### src/rtl/piso_pkg.sv
// Shared types and constants for the parallel-in/serial-out transmitter.
// The PARITY state is only reachable when PISO_PARITY_EN is defined.
package piso_pkg;

    typedef enum logic [1:0] {
        IDLE   = 2'd0,
        SHIFT  = 2'd1,
        PARITY = 2'd2
    } state_t;

    localparam int   DEFAULT_WIDTH = 8;
    localparam logic IDLE_LEVEL    = 1'b0;

endpackage

### src/rtl/piso_bit_counter.sv
// Beat counter for one serial frame: cleared at load, advanced per data beat,
// with a flag marking the final data bit.
module piso_bit_counter #(
    parameter int WIDTH = 8
) (
    input  logic clk,
    input  logic rst,
    input  logic clear,
    input  logic enable,
    output logic last
);

    localparam int CW = $clog2(WIDTH);

    logic [CW-1:0] count;

    // Return to zero after the final beat so the counter never runs past WIDTH-1.
    always_ff @(posedge clk or posedge rst) begin
        if (rst) begin
            count <= '0;
        end else if (clear) begin
            count <= '0;
        end else if (enable) begin
            count <= last ? '0 : count + 1'b1;
        end
    end

    assign last = (count == CW'(WIDTH - 1));

endmodule

### src/rtl/piso_serializer.sv
// Parallel-in/serial-out transmitter with valid/ready load and shift_en pacing.
// Define PISO_PARITY_EN to append an even-parity bit after the data bits.
module piso_serializer
    import piso_pkg::*;
#(
    parameter int WIDTH = DEFAULT_WIDTH
) (
    input  logic             clk,
    input  logic             rst,
    input  logic             load_valid,
    output logic             load_ready,
    input  logic [WIDTH-1:0] load_data,
    input  logic             lsb_first,
    input  logic             shift_en,
    output logic             serial_out,
    output logic             busy,
    output logic             done
);

    state_t           state_q, state_d;
    logic [WIDTH-1:0] shift_q;
    logic             dir_q;
    logic             done_q, done_d;
    logic             load_fire;
    logic             beat;
    logic             last;
`ifdef PISO_PARITY_EN
    logic             parity_q;
`endif

    assign load_fire = (state_q == IDLE) && load_valid;
    assign beat      = (state_q == SHIFT) && shift_en;

    piso_bit_counter #(.WIDTH(WIDTH)) u_bit_counter (
        .clk    (clk),
        .rst    (rst),
        .clear  (load_fire),
        .enable (beat),
        .last   (last)
    );

    always_ff @(posedge clk or posedge rst) begin
        if (rst) begin
            state_q <= IDLE;
            done_q  <= 1'b0;
        end else begin
            state_q <= state_d;
            done_q  <= done_d;
        end
    end

    always_comb begin
        state_d = state_q;
        done_d  = 1'b0;
        case (state_q)
            IDLE: begin
                if (load_valid) state_d = SHIFT;
            end
            SHIFT: begin
                if (shift_en && last) begin
`ifdef PISO_PARITY_EN
                    state_d = PARITY;
`else
                    state_d = IDLE;
                    done_d  = 1'b1;
`endif
                end
            end
            PARITY: begin
`ifdef PISO_PARITY_EN
                if (shift_en) begin
                    state_d = IDLE;
                    done_d  = 1'b1;
                end
`else
                state_d = IDLE;
`endif
            end
            default: state_d = IDLE;
        endcase
    end

    // Direction and parity are frozen at load so later input changes cannot disturb the frame.
    always_ff @(posedge clk or posedge rst) begin
        if (rst) begin
            shift_q <= '0;
            dir_q   <= 1'b0;
`ifdef PISO_PARITY_EN
            parity_q <= 1'b0;
`endif
        end else if (load_fire) begin
            shift_q <= load_data;
            dir_q   <= lsb_first;
`ifdef PISO_PARITY_EN
            parity_q <= ^load_data;
`endif
        end else if (beat) begin
            shift_q <= dir_q ? (shift_q >> 1) : (shift_q << 1);
        end
    end

    always_comb begin
        serial_out = IDLE_LEVEL;
        case (state_q)
            SHIFT:   serial_out = dir_q ? shift_q[0] : shift_q[WIDTH-1];
`ifdef PISO_PARITY_EN
            PARITY:  serial_out = parity_q;
`endif
            default: serial_out = IDLE_LEVEL;
        endcase
    end

    assign load_ready = (state_q == IDLE);
    assign busy       = (state_q != IDLE);
    assign done       = done_q;

endmodule

### config.mk
export PLATFORM = sky130hd
export DESIGN_NAME = piso_serializer
export DESIGN_NICKNAME = d
export VERILOG_FILES = /design/src/rtl/piso_pkg.sv /design/src/rtl/piso_bit_counter.sv /design/src/rtl/piso_serializer.sv
export SDC_FILE = /design/constraint.sdc
export NUM_CORES = 1
export LEC_CHECK = 0
export BUFFER_PORTS_ARGS = -buffer_cell sky130_fd_sc_hd__clkbuf_2
export CORE_MARGIN = 3
export CORE_UTILIZATION = 40
export CTS_CLUSTER_SIZE = 20
export DETAILED_ROUTE_END_ITERATION = 7
export GPL_ROUTABILITY_DRIVEN = 0
export GPL_TIMING_DRIVEN = 0
export PLACE_DENSITY = 0.74
export SYNTH_ARGS = -nofsm -noshare
export SYNTH_HDL_FRONTEND = slang
export SYNTH_HIERARCHICAL = 1
export SYNTH_SLANG_ARGS = --single-unit
### constraint.sdc
create_clock -name clk -period 1.3 [get_ports clk]
set_clock_uncertainty 0.15 [all_clocks]
set_input_delay 0.195 -clock clk [delete_from_list [all_inputs] [get_ports clk]]
set_output_delay 0.195 -clock clk [all_outputs]
set_load 0.02 [all_outputs]
After elaboration in Yosys (flattened, before gate mapping)
Index checks and enable logic that the tools add are counted.
W data, S select, Z words.

operators by class
  bitwise operators = 0
  mux-type cells = 13
  $mul = 0
  reduce and logical (&&, ||, !) cells = 7
  div/mod/pow operators = 0
  shift-type cells = 0
  add/subtract/negate cells = 1
  equality and inequality tests = 4
  magnitude comparators = 0

operators with widths
  cell                   count
  $mux W8                3
  $mux W3                3
  $mux W1                4
  $mux W2                2
  $pmux W2 S2            1
  $reduce_bool A2 Y1     2
  $add A3 B1 Y3 const B  1
  $eq A3 B3 Y1 const B   1
  $logic_and A1 B1 Y1    3
  $eq A2 B1 Y1 const B   1
  $logic_not A2 Y1       1
  $ne A2 B1 Y1 const B   1
  $ne A2 B2 Y1 const B   1
  $reduce_and A2 Y1      1

storage, ports and cells
  logic and storage cells = 30
  memories kept = 0
  output and inout bits = 4
  ROM bits = 0
  input port bits = 13
  memory bits (writable) = 0
  register bits = 15
  bits in latches = 0

Longest topological paths before layout
  word-level depth = 4
  depth in mapped cells = 5
  depth with buffers taken out = 4

Hierarchy
Netlist, hierarchy kept.

by module, submodules not included
  module            cells an instance  sequential area each (um2)  area each (um2)  times used
  piso_serializer   63                 275.3                       608.1            1
  piso_bit_counter  14                 75.1                        160.2            1

Worst setup path after synthesis
No wires, ideal clock.

  path type = register to register
  from = reg state_q[0]
  to = reg u_bit_counter.count[0]
  stages on the path, launching flop included = 5
  data required time = 1.077 ns
  library setup time = 0.073 ns
  buffers on the path = 0
  period minus slack after synthesis = 1.473 ns
  path slack = -0.173 ns
  arrival = 1.250 ns
  cells stage by stage = dfrtp_1 nand2_4 clkinv_4 or3b_1 a21oi_2

between the ends
  word-level cells in the longest chain between the ends = 3
  elaborated cells on any way between the ends = 6
  classes of those cells = eq/ne: 1; mux: 1; reduce/logical: 4

RTL lines
  element                              line                    text
  start: declaration                   piso_serializer.sv:20   state_t state_q, state_d;
  start signal: assignment             piso_serializer.sv:47   state_q <= state_d;
  $eq A2 B1 Y1                         piso_serializer.sv:32   assign beat = (state_q == SHIFT) && shift_en;
  $logic_and A1 B1 Y1                  piso_serializer.sv:32
  net beat                             piso_serializer.sv:25   logic beat;
  $reduce_bool A2 Y1 (no source line)  n/a
  end signal: assignment               piso_bit_counter.sv:24  count <= last ? '0 : count + 1'b1;
  end: declaration                     piso_bit_counter.sv:15  logic [CW-1:0] count;

The timed path passes the listed nets, and every way through them passes these cells.
A chain may end at the register's enable or synchronous reset.

Worst setup path in the final report
  from = reg dir_q
  to = out serial_out

between the ends
  word-level cells in the longest chain between the ends = 2

RTL lines
  element                   line                    text
  start: declaration        piso_serializer.sv:22   logic dir_q;
  start signal: assignment  piso_serializer.sv:93   dir_q <= lsb_first;
  $mux W1                   piso_serializer.sv:105  SHIFT: serial_out = dir_q ? shift_q[0] : shift_q[WIDTH-1];
  $mux W1                   piso_serializer.sv:104  case (state_q)
  end: declaration          piso_serializer.sv:15   output logic serial_out,

No other way between the ends.

==> key figures <==
Routing
  • Drt drc: 0
  • WL final: around 2.2 mm
  • Vias after detailed routing: between 700 and 800
  • WL/cell: 15.2 um
  • Post-route ant nets: 0
  • Pre-antenna DRT Iters: 4
  • Starting DRT DRC Count: 13
  • Vias per cell: 5.10

Worst setup path
  • CP Data Required Time: 0.95 ns
  • Worst EP arrival: 1.22 ns
  • Critical path type: flip-flop to primary output
  • Reg-to-Reg End: u_bit_counter/count[0]$_DFFE_PP0P_
  • Reg-to-reg critical path startpoint: u_bit_counter/count[1]$_DFFE_PP0P_
  • Reg2Reg Depth: 4
  • CP startpoint kind: flip-flop
  • Reg2Reg Setup Slack: -0.15 ns
  • CP Capture Type: primary output
  • Crit Path Max Fanout: 2

Layout
  • Ant. Diodes: 0
  • Nets: 138
  • Final std cells w/o fill: 147
  • Proportion of layout cells with a drive suffix above 1: ~53%
  • Most frequent cells in the layout: dfrtp_1, clkbuf_2, dlygate4sd3_1, buf_4, nor2_1
  • Post-route cell area: 1320 um2
  • Area delta synth->final: 72.3%
  • Final core occ: ~75%

Clock tree
  • TritonCTS Buffers: 3
  • CTS root buf: clkbuf_4
  • Worst skew pair latency: 0.29 ns
  • Reg clk slew, reported paths: 0.09 ns
  • H-tree depth: 1
  • Sink Count: 14
  • CTS tree: built
  • Clock Path Buffers: 2

Synthesis
  • Mean Syn Cell Area: 9.98 um2
  • Register bit total from synthesis: 14
  • Net Count, Synth: between 90 and 100
  • Distinct cell type count after synthesis: 25
  • YS warnings: 6
  • Post-Syn Area: 768 um2
  • Seq/Total Area, Yosys: 45.6%
  • Mapped Cells: 77

Power and ir drop
  • Leakage: approximately 0.63 nW
  • Switching fraction of total power: 39.0%
  • Worst vdd ir: 1.12 mV
  • Combinational fraction of design power: a little over half
  • Clock power share: 11.3%
  • Power per cell area: 1840 nW/um2
  • Sw power: roughly 950 uW
  • Power after layout: 2.43 mW
  • Int Power: around 1.5 mW
  • Flop pwr share: around a third

Timing
  • RSZ-0062 raised after global routing: yes
  • Final Hold Vio Count: 0
  • Crit path time final: approximately 1.6 ns
  • Endpoints failing setup: 15
  • Max transition margin: 70.9%
  • FMAX: around 640 MHz
  • Max-slew violation count: 0
  • Worst Max-Slew Pin Slew: 0.436 ns
  • Final clock period utilization by the worst path: 120%
  • Sum Neg Setup Slack: -1.23 ns
  • Final worst slack: -0.263 ns

Placed design
  • Port Buffers: 16
  • Dpl cells: 118
  • Placed inst area: 888 um2
  • Hpwl dp: 1.12 mm

Global routing
  • Vias in the first global route: 678
  • Grt ovf: 0
  • Antenna violations before repair: 0
  • First-pass GRT wire length: a little under 3 mm
  • Total track usage: approximately 15%
  • Pin count of the biggest net entering global routing: 13

Die
  • Num rows: 15
  • Chip width: 49.8 um
  • Die area: 2480 um2
  • I/O Pins: 17
  • Die Span Y: 49.8 um
  • Initial Util: 43.5%
  • Core footprint: 1760 um2

Outcome
  • Status: complete, but fails checks
  • Failing checks: setup timing

Worst hold path
  • Hold EP: done$_DFF_PP0_
  • Worst min path class: primary input to flip-flop
  • Hold Path Depth: 2
  • Hold Crit Start: shift_en

Job
  • Max-Cap Viols: 0
==> synthesized netlist by cell type <==
master | number | area (um2)
mux2i_1 | 2 | 20.0
nand3b_1 | 1 | 7.51
buf_6 | 2 | 22.5
inv_1 | 3 | 11.3
nand2_4 | 1 | 11.3
nor2b_2 | 1 | 8.76
nand2_1 | 8 | 30.0
a21oi_1 | 3 | 15.0
and4_1 | 1 | 8.76
a211oi_1 | 6 | 45.0
and3_1 | 1 | 6.26
dfrtp_1 | 14 | 350
nor2b_1 | 2 | 12.5
a21oi_2 | 1 | 8.76
mux2_4 | 1 | 15.0
nand2b_1 | 2 | 12.5
nor2_1 | 10 | 37.5
or3b_1 | 1 | 8.76
and2b_1 | 4 | 30.0
o21ai_1 | 2 | 10.0
clkinv_4 | 1 | 8.76
and4b_1 | 1 | 10.0
o31ai_1 | 6 | 45.0
buf_4 | 1 | 7.51
ha_1 | 2 | 25.0
==> metrics by stage <==
| step | hold WS (ns) | setup slack, ns |
|---|---|---|
| floorplan | -0.201 | -0.113 |
| global placement | -0.0916 | -0.155 |
| detailed placement | -0.0873 | -0.176 |
| CTS | 0.105 | -0.224 |
| global route | 0.137 | -0.322 |
| finish | 0.117 | -0.263 |
==> power by group through the flow <==
stage	clock network, mW	registers, mW	logic [mW]
after floorplan	0	0.766	0.597
after global placement	0	0.797	0.734
after detailed placement	0	0.803	0.759
after CTS	0.267	0.788	0.964
after global routing	0.290	0.848	1.43
final	0.275	0.827	1.33
==> final cells by class <==
type	instances	area, um2
buffer	3	42.5
timing repair buffer	41	349
multi-input combinational	56	503
inverter	4	20.0
clock buffer	4	26.3
tap	25	31.3
sequential	14	352
fill	136	440
==> critical path: stages, from the launching register on <==
cell,delay [ns]
dfrtp_1,0.41
buf_6,0.13
mux2i_1,0.19
nor2_2,0.06
clkbuf_8,0.15
==> worst max path at each step <==
stage                                             from                            endpoint  slack [ns]  depth (start not counted)
floorplan           u_bit_counter/count[0]$_DFFE_PP0P_  u_bit_counter/count[0]$_DFFE_PP0P_       -0.11                          4
detailed placement  u_bit_counter/count[0]$_DFFE_PP0P_  u_bit_counter/count[0]$_DFFE_PP0P_       -0.18                          4
finish                               dir_q$_DFFE_PP0P_                          serial_out       -0.26                          4
global route                         dir_q$_DFFE_PP0P_                          serial_out       -0.32                          4
CTS                                  dir_q$_DFFE_PP0P_                          serial_out       -0.22                          4
global placement    u_bit_counter/count[0]$_DFFE_PP0P_  u_bit_counter/count[0]$_DFFE_PP0P_       -0.15                          4
==> per-layer routing <==
metal  global-route usage, %  routed length (um)  up-vias
met4                    6.91                  72        0
met1                    19.6                 985      359
met2                    25.6                1080       24
met5                       0                   0        -
li1                        -                   -      357
met3                    1.81                  89        9
==> sequential cells by signal, indices dropped and copies added (netlist names) <==
| signal | flops |
|---|---|
| state_q | 1 |
| dir_q | 1 |
| done | 1 |
| u_bit_counter/count | 3 |
| shift_q | 8 |
==> cell families after synthesis <==
group,synth area share (%)
mux,4.56
buf+inv,6.51
flops,45.6
fa+ha+maj,3.26
simple gates,23.9
compound gates,16.1
==> repair_timing <==
action,in CTS,in global routing
gates cloned,0,1
gates resized for setup,7,36
hold buffers,11,0
buffers inserted,6,7
setup endpoints to repair,6,14
pin swaps,2,13
hold endpoints to repair,24,0
Note: power is estimated with default switching activity, not from simulation.
